`src/rtl/dsram_axi_bridge_if.sv`:
```
// Memory-stage SRAM-like data port plus single-beat AXI master port of dsram_axi_bridge.
// The master modport is the bridge's view; the slave modport is the CPU/interconnect view.
interface dsram_axi_bridge_if;
  logic        data_req;
  logic        data_wr;
  logic [1:0]  data_size;
  logic [31:0] data_addr;
  logic [31:0] data_wdata;
  logic [3:0]  data_wstrb;
  logic        data_addr_ok;
  logic        data_data_ok;
  logic [31:0] data_rdata;

  logic [3:0]  arid;
  logic [31:0] araddr;
  logic [7:0]  arlen;
  logic [2:0]  arsize;
  logic [1:0]  arburst;
  logic        arvalid;
  logic        arready;
  logic [31:0] rdata;
  logic [1:0]  rresp;
  logic        rlast;
  logic        rvalid;
  logic        rready;

  logic [3:0]  awid;
  logic [31:0] awaddr;
  logic [7:0]  awlen;
  logic [2:0]  awsize;
  logic [1:0]  awburst;
  logic        awvalid;
  logic        awready;
  logic [3:0]  wid;
  logic [31:0] wdata;
  logic [3:0]  wstrb;
  logic        wlast;
  logic        wvalid;
  logic        wready;
  logic [1:0]  bresp;
  logic        bvalid;
  logic        bready;

  modport master (
    input  data_req, data_wr, data_size, data_addr, data_wdata, data_wstrb,
    output data_addr_ok, data_data_ok, data_rdata,
    output arid, araddr, arlen, arsize, arburst, arvalid,
    input  arready,
    input  rdata, rresp, rlast, rvalid,
    output rready,
    output awid, awaddr, awlen, awsize, awburst, awvalid,
    input  awready,
    output wid, wdata, wstrb, wlast, wvalid,
    input  wready,
    input  bresp, bvalid,
    output bready
  );

  modport slave (
    output data_req, data_wr, data_size, data_addr, data_wdata, data_wstrb,
    input  data_addr_ok, data_data_ok, data_rdata,
    input  arid, araddr, arlen, arsize, arburst, arvalid,
    output arready,
    output rdata, rresp, rlast, rvalid,
    input  rready,
    input  awid, awaddr, awlen, awsize, awburst, awvalid,
    output awready,
    input  wid, wdata, wstrb, wlast, wvalid,
    output wready,
    output bresp, bvalid,
    input  bready
  );
endinterface

```
`src/rtl/dsram_axi_bridge.sv`:
```
// Turns each accepted SRAM-like data request into one single-beat AXI read or write,
// with at most one transaction in flight and a registered one-cycle completion pulse.
module dsram_axi_bridge #(
  parameter logic [3:0] AXI_RID = 4'd0,
  parameter logic [3:0] AXI_WID = 4'd1
) (
  input  logic               cpu_clk_50M,
  input  logic               cpu_rst_n,
  dsram_axi_bridge_if.master bus
);

  typedef enum logic [2:0] {IDLE, RD_AR, RD_R, WR_AW_W, WR_B} state_t;

  state_t      state;
  state_t      state_nxt;
  logic [31:0] addr_q;
  logic [31:0] wdata_q;
  logic [31:0] rdata_q;
  logic [1:0]  size_q;
  logic [3:0]  wstrb_q;
  logic        aw_done;
  logic        w_done;
  logic        data_ok_q;
  logic        accept;
  logic        aw_hs;
  logic        w_hs;
  logic        r_hs;
  logic        b_hs;
  logic        unused_resp;

  assign accept = (state == IDLE) & bus.data_req & cpu_rst_n;
  assign aw_hs  = bus.awvalid & bus.awready;
  assign w_hs   = bus.wvalid & bus.wready;
  assign r_hs   = (state == RD_R) & bus.rvalid;
  assign b_hs   = (state == WR_B) & bus.bvalid;

  assign unused_resp = ^{bus.rresp, bus.rlast, bus.bresp};

  always_ff @(posedge cpu_clk_50M) begin
    if (!cpu_rst_n) state <= IDLE;
    else            state <= state_nxt;
  end

  // AW and W close independently; B is only awaited once both have been accepted.
  always_comb begin
    state_nxt = state;
    case (state)
      IDLE:    if (accept) state_nxt = bus.data_wr ? WR_AW_W : RD_AR;
      RD_AR:   if (bus.arready) state_nxt = RD_R;
      RD_R:    if (bus.rvalid) state_nxt = IDLE;
      WR_AW_W: if ((aw_done | aw_hs) & (w_done | w_hs)) state_nxt = WR_B;
      WR_B:    if (bus.bvalid) state_nxt = IDLE;
      default: state_nxt = IDLE;
    endcase
  end

  always_comb begin
    bus.data_addr_ok = accept;
    bus.arvalid      = (state == RD_AR);
    bus.rready       = (state == RD_R);
    bus.awvalid      = (state == WR_AW_W) & ~aw_done;
    bus.wvalid       = (state == WR_AW_W) & ~w_done;
    bus.bready       = (state == WR_B);
  end

  always_ff @(posedge cpu_clk_50M) begin
    if (!cpu_rst_n) begin
      addr_q    <= 32'd0;
      wdata_q   <= 32'd0;
      size_q    <= 2'd0;
      wstrb_q   <= 4'd0;
      aw_done   <= 1'b0;
      w_done    <= 1'b0;
      data_ok_q <= 1'b0;
      rdata_q   <= 32'd0;
    end else begin
      if (accept) begin
        addr_q  <= bus.data_addr;
        wdata_q <= bus.data_wdata;
        size_q  <= bus.data_size;
        wstrb_q <= bus.data_wstrb;
        aw_done <= 1'b0;
        w_done  <= 1'b0;
      end else begin
        if (aw_hs) aw_done <= 1'b1;
        if (w_hs)  w_done  <= 1'b1;
      end
      data_ok_q <= r_hs | b_hs;
      if (r_hs) rdata_q <= bus.rdata;
    end
  end

  assign bus.data_data_ok = data_ok_q;
  assign bus.data_rdata   = rdata_q;

  assign bus.arid    = AXI_RID;
  assign bus.araddr  = addr_q;
  assign bus.arlen   = 8'd0;
  assign bus.arsize  = {1'b0, size_q};
  assign bus.arburst = 2'b01;

  assign bus.awid    = AXI_WID;
  assign bus.awaddr  = addr_q;
  assign bus.awlen   = 8'd0;
  assign bus.awsize  = {1'b0, size_q};
  assign bus.awburst = 2'b01;
  assign bus.wid     = AXI_WID;
  assign bus.wdata   = wdata_q;
  assign bus.wstrb   = wstrb_q;
  assign bus.wlast   = 1'b1;

endmodule

```
`src/flat_wrapper.sv`:
```
// flat-port wrapper written by rule: the top's interface ports become plain ports
module dsram_axi_bridge_flat 
#(
  parameter logic [3:0] AXI_RID = 4'd0,
  parameter logic [3:0] AXI_WID = 4'd1
)
  (cpu_clk_50M, cpu_rst_n, bus_data_req, bus_data_wr, bus_data_size, bus_data_addr, bus_data_wdata, bus_data_wstrb, bus_data_addr_ok, bus_data_data_ok, bus_data_rdata, bus_arid, bus_araddr, bus_arlen, bus_arsize, bus_arburst, bus_arvalid, bus_arready, bus_rdata, bus_rresp, bus_rlast, bus_rvalid, bus_rready, bus_awid, bus_awaddr, bus_awlen, bus_awsize, bus_awburst, bus_awvalid, bus_awready, bus_wid, bus_wdata, bus_wstrb, bus_wlast, bus_wvalid, bus_wready, bus_bresp, bus_bvalid, bus_bready);
  dsram_axi_bridge_if bus_i ();
  input  logic cpu_clk_50M;
  input  logic cpu_rst_n;
  input wire logic [$bits(bus_i.data_req)-1:0] bus_data_req;
  input wire logic [$bits(bus_i.data_wr)-1:0] bus_data_wr;
  input wire logic [$bits(bus_i.data_size)-1:0] bus_data_size;
  input wire logic [$bits(bus_i.data_addr)-1:0] bus_data_addr;
  input wire logic [$bits(bus_i.data_wdata)-1:0] bus_data_wdata;
  input wire logic [$bits(bus_i.data_wstrb)-1:0] bus_data_wstrb;
  output wire logic [$bits(bus_i.data_addr_ok)-1:0] bus_data_addr_ok;
  output wire logic [$bits(bus_i.data_data_ok)-1:0] bus_data_data_ok;
  output wire logic [$bits(bus_i.data_rdata)-1:0] bus_data_rdata;
  output wire logic [$bits(bus_i.arid)-1:0] bus_arid;
  output wire logic [$bits(bus_i.araddr)-1:0] bus_araddr;
  output wire logic [$bits(bus_i.arlen)-1:0] bus_arlen;
  output wire logic [$bits(bus_i.arsize)-1:0] bus_arsize;
  output wire logic [$bits(bus_i.arburst)-1:0] bus_arburst;
  output wire logic [$bits(bus_i.arvalid)-1:0] bus_arvalid;
  input wire logic [$bits(bus_i.arready)-1:0] bus_arready;
  input wire logic [$bits(bus_i.rdata)-1:0] bus_rdata;
  input wire logic [$bits(bus_i.rresp)-1:0] bus_rresp;
  input wire logic [$bits(bus_i.rlast)-1:0] bus_rlast;
  input wire logic [$bits(bus_i.rvalid)-1:0] bus_rvalid;
  output wire logic [$bits(bus_i.rready)-1:0] bus_rready;
  output wire logic [$bits(bus_i.awid)-1:0] bus_awid;
  output wire logic [$bits(bus_i.awaddr)-1:0] bus_awaddr;
  output wire logic [$bits(bus_i.awlen)-1:0] bus_awlen;
  output wire logic [$bits(bus_i.awsize)-1:0] bus_awsize;
  output wire logic [$bits(bus_i.awburst)-1:0] bus_awburst;
  output wire logic [$bits(bus_i.awvalid)-1:0] bus_awvalid;
  input wire logic [$bits(bus_i.awready)-1:0] bus_awready;
  output wire logic [$bits(bus_i.wid)-1:0] bus_wid;
  output wire logic [$bits(bus_i.wdata)-1:0] bus_wdata;
  output wire logic [$bits(bus_i.wstrb)-1:0] bus_wstrb;
  output wire logic [$bits(bus_i.wlast)-1:0] bus_wlast;
  output wire logic [$bits(bus_i.wvalid)-1:0] bus_wvalid;
  input wire logic [$bits(bus_i.wready)-1:0] bus_wready;
  input wire logic [$bits(bus_i.bresp)-1:0] bus_bresp;
  input wire logic [$bits(bus_i.bvalid)-1:0] bus_bvalid;
  output wire logic [$bits(bus_i.bready)-1:0] bus_bready;
  assign bus_i.data_req = bus_data_req;
  assign bus_i.data_wr = bus_data_wr;
  assign bus_i.data_size = bus_data_size;
  assign bus_i.data_addr = bus_data_addr;
  assign bus_i.data_wdata = bus_data_wdata;
  assign bus_i.data_wstrb = bus_data_wstrb;
  assign bus_data_addr_ok = bus_i.data_addr_ok;
  assign bus_data_data_ok = bus_i.data_data_ok;
  assign bus_data_rdata = bus_i.data_rdata;
  assign bus_arid = bus_i.arid;
  assign bus_araddr = bus_i.araddr;
  assign bus_arlen = bus_i.arlen;
  assign bus_arsize = bus_i.arsize;
  assign bus_arburst = bus_i.arburst;
  assign bus_arvalid = bus_i.arvalid;
  assign bus_i.arready = bus_arready;
  assign bus_i.rdata = bus_rdata;
  assign bus_i.rresp = bus_rresp;
  assign bus_i.rlast = bus_rlast;
  assign bus_i.rvalid = bus_rvalid;
  assign bus_rready = bus_i.rready;
  assign bus_awid = bus_i.awid;
  assign bus_awaddr = bus_i.awaddr;
  assign bus_awlen = bus_i.awlen;
  assign bus_awsize = bus_i.awsize;
  assign bus_awburst = bus_i.awburst;
  assign bus_awvalid = bus_i.awvalid;
  assign bus_i.awready = bus_awready;
  assign bus_wid = bus_i.wid;
  assign bus_wdata = bus_i.wdata;
  assign bus_wstrb = bus_i.wstrb;
  assign bus_wlast = bus_i.wlast;
  assign bus_wvalid = bus_i.wvalid;
  assign bus_i.wready = bus_wready;
  assign bus_i.bresp = bus_bresp;
  assign bus_i.bvalid = bus_bvalid;
  assign bus_bready = bus_i.bready;
  dsram_axi_bridge #(.AXI_RID(AXI_RID), .AXI_WID(AXI_WID)) u_core (.cpu_clk_50M(cpu_clk_50M), .cpu_rst_n(cpu_rst_n), .bus(bus_i));
endmodule
```
`config.mk`:
```
export PLATFORM = sky130hd
export DESIGN_NAME = dsram_axi_bridge_flat
export DESIGN_NICKNAME = d
export VERILOG_FILES = /design/src/rtl/dsram_axi_bridge_if.sv /design/src/rtl/dsram_axi_bridge.sv /design/src/flat_wrapper.sv
export SDC_FILE = /design/constraint.sdc
export NUM_CORES = 1
export LEC_CHECK = 0
export ABC_AREA = 1
export CAP_MARGIN = 25
export CORE_MARGIN = 4
export CORE_UTILIZATION = 40
export CTS_CLUSTER_DIAMETER = 200
export DETAILED_ROUTE_END_ITERATION = 12
export GPL_TIMING_DRIVEN = 0
export MAX_ROUTING_LAYER = met4
export PLACE_DENSITY = 0.87
export SLEW_MARGIN = 20
export SYNTH_ARGS = -nofsm -noshare
export SYNTH_HDL_FRONTEND = slang
export SYNTH_SLANG_ARGS = --single-unit
```
`constraint.sdc`:
```
create_clock -name cpu_clk_50M -period 2.4 [get_ports cpu_clk_50M]
set_input_delay 0.24 -clock cpu_clk_50M [delete_from_list [all_inputs] [get_ports cpu_clk_50M]]
set_output_delay 0.24 -clock cpu_clk_50M [all_outputs]
set_load 0.01 [all_outputs]
```
[Word level (Yosys, flattened, before mapping)]
Cells that the tools add are included.
Storage, ports and cells
  output and inout port bits: 178
  bits in latches: 0
  memory bits (read-only): 0
  word-level logic and storage cells: 43
  memory bits (writable): 0
  input bits: 116
  memories kept: 0
  flip-flop bits (word level): 108
Cells by class
  bitwise gates (word level): 15
  equal/unequal tests: 9
  shifts and indexed selects: 0
  order comparisons: 0
  divide/modulo/power cells: 0
  add/sub/neg operators: 0
  multiply operators: 0
  multiplexer cells: 7
  reduce and logical (&&, ||, !) cells: 3
Operators by type and width (count)
  $mux 3: 5
  $pmux 3 s5: 1
  $and 1x1->1: 9
  $eq 3x2->1 const B: 2
  $ne 2x2->1 const B: 3
  $reduce_and 5->1: 1
  $ne 2x1->1 const B: 2
  $eq 3x1->1 const B: 1
  $eq 3x3->1 const B: 1
  $logic_not 3->1: 1
  $not 1->1: 3
  $or 1x1->1: 3
  $mux 2: 1
  $reduce_or 2->1: 1

[Logic depth before layout (Yosys ltp)]
Gate-level depths: netlist of run 1.
  word-level depth: 7
  gate-level depth with buffers: 9
  depth with buffers taken out: 8

[Worst setup path before layout of run 1]
No wires, ideal clock.
  kind: reg-to-output
  start point: register u_core.state[1]
  end point: output port bus_data_addr_ok
  data required time: 2.160 ns
  cell stages (with the launch flop): 8
  path slack: 1.155 ns
  data arrival time: 1.005 ns
  buffers on the path: 2
  cell sequence: dfxtp_1 -> buf_4 -> nor2_4 -> nand2_4 -> inv_4 -> nand3_4 -> inv_8 -> buf_12
Between the ends
  longest elaborated chain between the ends: 3
Ends and longest elaborated chain
  from (decl): line dsram_axi_bridge.sv:14  | state_t state;
  from (signal assigned): line dsram_axi_bridge.sv:41  | else state <= state_nxt;
  $logic_not 3->1: line dsram_axi_bridge.sv:31  | assign accept = (state == IDLE) & bus.data_req & cpu_rst_n;
  $and 1x1->1 (2 in a row): line dsram_axi_bridge.sv:31
  to (decl): line flat_wrapper.sv:17  | output wire logic [$bits(bus_i.data_addr_ok)-1:0] bus_data_addr_ok;
Every way passes these cells.

[Worst setup path in the final report of run 1]
Same ends and word-level chain as after synthesis.

==> metrics, run 1 <==
power per cell area=863.3 nW/µm²; drt drc=0; Flop pwr share=between 30% and 40%; Mapped Cells=approximately 580; Row Count=38; CTS buffer count=9; post-synth top area share=roughly 47%; placed insts=about 1000; first-pass GRT wire length=about 21000 µm; CP Data Required Time=between 2000 and 2500 ps; Clock Skew=between 5 and 6 ps; routed length per instance=13.49 µm; CTS clock-pin slew for the worst setup and hold paths=about 80 ps; switching share of power=roughly 33%; 1st-pass router iterations=4; max cap viols=0; Die Span X=about 120 µm; Final Hold Viols=0; Initial Utilization=41.66%; worst skew pair latency=340 ps; CTS tree=yes; clock sinks=~110; Yosys Warn Count=0; clk buf depth=2; syn_area_per_cell=around 8 µm²; share of layout cells above drive strength 1=between 15 and 20%; Lkg Pwr=~0.0035 µW; area leader, netlist=dfxtp_1; CP max FO=10; initial antenna violation count=0; Setup violations, final=0; die height=about 120 µm; I/O pin cnt=294; Seq cells post-synth=108; 1st-iter DRT viols=273; leading post-synthesis cells by cell area=dfxtp_1 (47%), buf_4 (12%), nand2_1 (11%); GP Congestion=between 0.8 and 0.9; minimum clock period after layout=between 2000 and 2500 ps; post-route ant nets=0; Area Growth Syn to Fin=67.31%; Yosys cell types=28; Root Buffer=clkbuf_16; Via density=4.433; All-Layer GR Usage=around a fifth; max frequency=0.4484 GHz; clock share of power=21.4%; nets=between 900 and 1000; grt ovf=0; Core Region=around 11000 µm²; final std cells w/o fill=a little over 1000; Max rail drop VDD=0.4552 mV; fin crit share=92.93%; status=finished, final reports clean; final wirelength=~14000 µm; internal cell power=~4400 µW; vias in the first global route=between 4000 and 5000; die area=around 13000 µm²; Sw Pwr=2222 µW; crit start category=flip-flop; Mapped Area=around 4600 µm²; cts hold-fix bufs=0; CP endpoint kind=output pin; most common cell after layout, fill and taps aside=clkdlybuf4s50_1; CTS HTree Levels=3; sequential area share after synthesis=a little under half; Inserted Diodes=0; vias=between 4000 and 5000; post-cts sizing count=0; Worst EP arrival=approximately 2000 ps; post-CTS setup buffers=0; worst hold path type=in -> reg; critical path class=reg -> out; combinational group share of total power=42.5%; HPWL Detailed=between 10000 and 15000 µm; Port Buf Inserts=about 250; commonest non-fill, non-tap cells in the layout=clkdlybuf4s50_1 (252), nand2_1 (131), dfxtp_1 (108); RSZ-0062 raised after global routing=false; Final Max Slew Viols=0; Fin Setup TNS=0 ps; largest net degree at the start of global routing=20
## final timing paths
check                             from                   endpoint  slack [ps]  depth (start not counted)
hold reg to reg   u_core.bus.wdata[12]       u_core.bus.wdata[12]         470                          2
hold / removal       bus_data_wdata[6]        u_core.bus.wdata[6]         430                          3
setup reg to reg       u_core.state[1]  u_core.bus.data_rdata[21]        1030                          9
setup / recovery       u_core.state[1]           bus_data_addr_ok         170                          8
## critical path, cell delays in order, from the launching register on
cell	delay, ps
dfxtp_1	300
buf_4	160
nor2_4	120
nand2_4	80
inv_4	70
nand3_4	80
inv_8	140
buf_12	150
clkdlybuf4s50_1	540
## power groups by stage
stage	sequential (µW)	combinational [µW]	clock, µW
after global placement	2430	2830	0
after floorplan	2580	1270	0
after detailed placement	2450	2860	0
after global routing	2460	3090	1550
final	2410	2840	1420
after CTS	2410	2870	1470
## cell type report
class	instances	area, µm²
plain buffers	103	800.8
clock buffers	9	225.2
clock inverters	7	60.06
fillers	892	3356
inverters	14	65.06
multi-input cells	384	1712
flip-flops and latches	108	2162
well taps	140	175.2
repair buffers	252	2522
## per-layer routing
| layer | global-route usage (%) | wire (µm) |
|---|---|---|
| met1 | 24.12 | 5491 |
| met2 | 33.99 | 6750 |
| met3 | 5.692 | 1231 |
| met4 | 5.243 | 243 |
| met5 | - | 0 |
## logic make-up after synthesis
group | after synthesis | share of synthesized area [%]
buffers and inverters | 117 | 18.76
DFF | 108 | 46.84
AOI/OAI and AO/OA | 39 | 4.283
other | 2 | 0.1627
and+or+nand+nor | 310 | 29.95
## synthesized netlist by cell type
master    number
o21ai_1        3
inv_8          1
conb_1         2
nand3_4        1
o21ai_0       30
nor2_4         2
nand2_4        2
nand3_1       76
nand4_1        3
inv_4          2
nor2_2         1
a21oi_1        5
clkbuf_1       9
nand2_1      131
nor2_1        70
inv_1          8
inv_2          3
dfxtp_1      108
a21boi_1       1
buf_1          1
nor3_1         3
nor2_8         1
buf_8          5
buf_6          6
buf_2          8
buf_4         72
buf_12         2
nand2_2       20
## stage by stage
stage / hold WS (ps) / power (µW) / utilization, % / instance area [µm²] / setup WS (ps)
finish: 434.0 / 6667 / 69.71 / 7722 / 169.6
global route: 424.7 / 7090 / 69.71 / 7722 / 68.40
CTS: 422.7 / 6747 / 69.71 / 7722 / 138.3
detailed placement: 461.0 / 5304 / 67.13 / 7437 / 346.8
global placement: 454.5 / 5254 / 67.13 / 7437 / 355.1
floorplan: 337.4 / 3854 / - / 4740 / 1155
## state kept, by name, summed over array words and instances, names as in the netlist
signal,cells
u_core.bus.wstrb,4
u_core.bus.wdata,32
u_core.bus.data_rdata,32
u_core.size_q,2
u_core.bus.data_data_ok,1
u_core.bus.araddr,32
u_core.w_done,1
u_core.state,3
u_core.aw_done,1
No activity file was read; power rests on OpenSTA's default activity.
==> run 2: changes to the inputs <==
- SKIP_CTS_REPAIR_TIMING: unset -> 1
==> results of run 2 <==
Same layout as run 1: the final DEF is identical, and so are final timing and power.
==> run 3: changes to the inputs <==
- ABC_AREA: 1 -> unset
- CORE_UTILIZATION: 40 -> 38
- PLACE_DENSITY: 0.87 -> 0.86
- SETUP_SLACK_MARGIN: unset -> 0.2
==> run 3 against run 2 <==
Against the previous run:
- synthesized cell count down 28%
- wire length down 2.1%
- worst setup slack better by 43 ps
- die area down 3.6%
- critical path depth down 4
- global-route usage up 0.76 points
- utilization down 2.8 points
- total power down 36%
- design area down 6.0%
- largest cell class unchanged
==> metrics, run 3 <==
Mapped Cells=412 (-28%); crit start category=flip-flop; number of flops mapped to enable cells by yosys=0 (unchanged); largest net degree at the start of global routing=17 (-15%); GP Congestion=0.8416 (-1.1%); DP Worst Slack=-214.7 ps (-561.5 ps); clk buf depth=2 (unchanged); crit path from=u_core.state[1]; Async SR Flop Fraction=0% (unchanged); max frequency=0.4572 GHz (+2.0%); Seq cells post-synth=108 (unchanged); worst r2r src=u_core.state[1]; commonest non-fill, non-tap cells in the layout=clkdlybuf4s50_1 (253), dfxtp_1 (108), buf_4 (71); CP endpoint kind=output pin; Clock Skew=6.014 ps (+0.2032 ps); Initial Utilization=38.89% (-2.8 points); Setup violations, final=0 (unchanged); Root Buffer=clkbuf_8; I/O pin cnt=294 (unchanged); first-pass GRT wire length=20870 µm (-0.53%); worst skew pair latency=360 ps (+20 ps); Area after DPL=7047 µm² (-5.2%); Top FF cell, synth=dfxtp_1; vias in the first global route=4046 (-6.0%); Worst Path Buf+Inv=3 (-2); RSZ-0062 raised after global routing=true; die height=113.3 µm (-1.8%); CP Data Required Time=2160 ps (about the same); Worst path slowest cell=clkdlybuf4s50_1; 1st-pass router iterations=4 (unchanged); worst hold path type=in -> reg; final worst setup slack=212.6 ps (+43.01 ps); routed length per instance=15.68 µm (+16%); clock sinks=108 (unchanged); status=finished, final reports clean; Final Max Slew Viols=0 (unchanged); CTS HTree Levels=3 (unchanged); max cap viols=0 (unchanged); All-Layer GR Usage=21.06% (+0.76 points); vias=3922 (-13%); syn_area_per_cell=10.23 µm² (+28%); Row Count=38 (unchanged); Fin Setup TNS=0 ps (unchanged); leading post-synthesis cells by cell area=dfxtp_1 (51%), a22o_1 (15%), buf_4 (12%); Max rail drop VDD=0.3740 mV (-18%); Mapped Area=4215 µm² (-8.7%); critical path class=reg -> out; sequential area share after synthesis=51.29% (+4.4 points); fin crit share=91.14% (-1.8 points); post-synth top area share=51.29% (+4.4 points); grt ovf=0 (unchanged); Final Hold Viols=0 (unchanged); Worst EP arrival=1950 ps (-40 ps); Critical Path Max Stage Delay=540 ps (about the same); share of layout cells above drive strength 1=14.53% (-1.7 points); post-route ant nets=0 (unchanged); Yosys cell types=33 (+18%); Core Region=10840 µm² (-2.1%); most common library cells after synthesis=dfxtp_1 (108), a22o_1 (70), buf_4 (69); 1st-iter DRT viols=169 (-38%); final wirelength=13420 µm (-2.1%); Yosys Warn Count=0 (unchanged); min-delay src=bus_rdata[26]; CTS clock-pin slew for the worst setup and hold paths=90 ps (about the same); nets=827 (-16%); count leader, synth=dfxtp_1; CP max FO=10 (unchanged); die area=12840 µm² (-3.6%); CTS buffer count=9 (unchanged); Via density=4.582 (+3.4%); minimum clock period after layout=2187 ps (-43.01 ps); Slew HR=around 66%; power per cell area=589.7 nW/µm² (-32%); CP Cell Sequence=buf_2 -> nor4b_4 -> buf_6 -> clkdlybuf4s50_1; most common cell after layout, fill and taps aside=clkdlybuf4s50_1; Worst path top cell family by delay=buffers and inverters; HPWL Detailed=10840 µm (-1.7%); drt drc=0 (unchanged); CTS tree=yes; worst slew pin tran=slightly above 500 ps; area leader, netlist=dfxtp_1; Lkg Pwr=0.002948 µW (-17%); Area Growth Syn to Fin=72.16%; initial antenna violation count=0 (unchanged); Port Buf Inserts=253 (+0.40%); post-route cell area=7257 µm² (-6.0%); Inserted Diodes=0 (unchanged); Die Span X=113.3 µm (-1.8%)
## run 3: changes by cell type after synthesis, sizes merged, moves of 31 or more
| cell | before | now |
|---|---|---|
| nor2 | 74 | 3 |
| nand2 | 153 | 65 |
| a22o | 0 | 70 |
| o21ai | 33 | 0 |
| a21boi | 1 | 32 |
| nand3 | 77 | 2 |
## run 3: logic make-up (layout without fill, tap and decap cells)
logic type,Yosys count,after routing,share of synthesized area (%)
DFF,108,108,51.29
buffers and inverters,101,372,16.65
AOI/OAI and AO/OA,113,113,22.02
other,2,35,0.1782
and+or+nand+nor,88,88,9.855
## run 3: per-stage QoR
stage | utilization [%] | hold slack [ps] | total power [µW] | std cells
3_5_place_dp | 65.00 | 444.2 | 3218 | 838
6_report | 66.94 | 421.0 | 4279 | 856
4_1_cts | 66.79 | 396.4 | 4313 | 854
2_1_floorplan | - | 372.6 | 2558 | 445
5_1_grt | 66.94 | 411.0 | 4492 | 856
3_3_place_gp | 65.00 | 442.6 | 3191 | 838
## run 3: routing by layer
layer  global-route usage (%)  vias to the layer above  share of wire, %
met2                    36.41                      170                51
li1                         -                     1919                 -
met3                    5.241                       20               7.5
met1                    23.88                     1813                39
met5                        -                        -                 0
met4                    6.811                        0               1.9
## run 3: power by group
group          internal [µW]  switching, µW  total [µW]
Clock                    511            584        1090
Combinational            719            438        1160
Sequential              1930           96.7        2030
## run 3: final cells by class
cell class,instances,area [µm²]
clock buffers,12,145.1
plain buffers,99,695.7
well taps,140,175.2
fillers,839,3583
repair buffers,255,2547
inverters,2,7.507
flip-flops and latches,108,2162
multi-input cells,236,1475
clock inverters,4,48.80
## run 3: tightest hold or removal path: cells and delay by family
kind                   cells  cell delay, ps
and+or+nand+nor            1              60
AOI/OAI and AO/OA          1              50
buffers and inverters      1             400
## run 3: path summary, 6_finish.rpt
kind | end | slack (ps) | cells after the start
max | bus_data_addr_ok | 210 | 4
max reg2reg | u_core.bus.araddr[4] | 520 | 5
min | u_core.bus.data_rdata[26] | 420 | 3
min reg2reg | u_core.bus.data_rdata[28] | 460 | 2
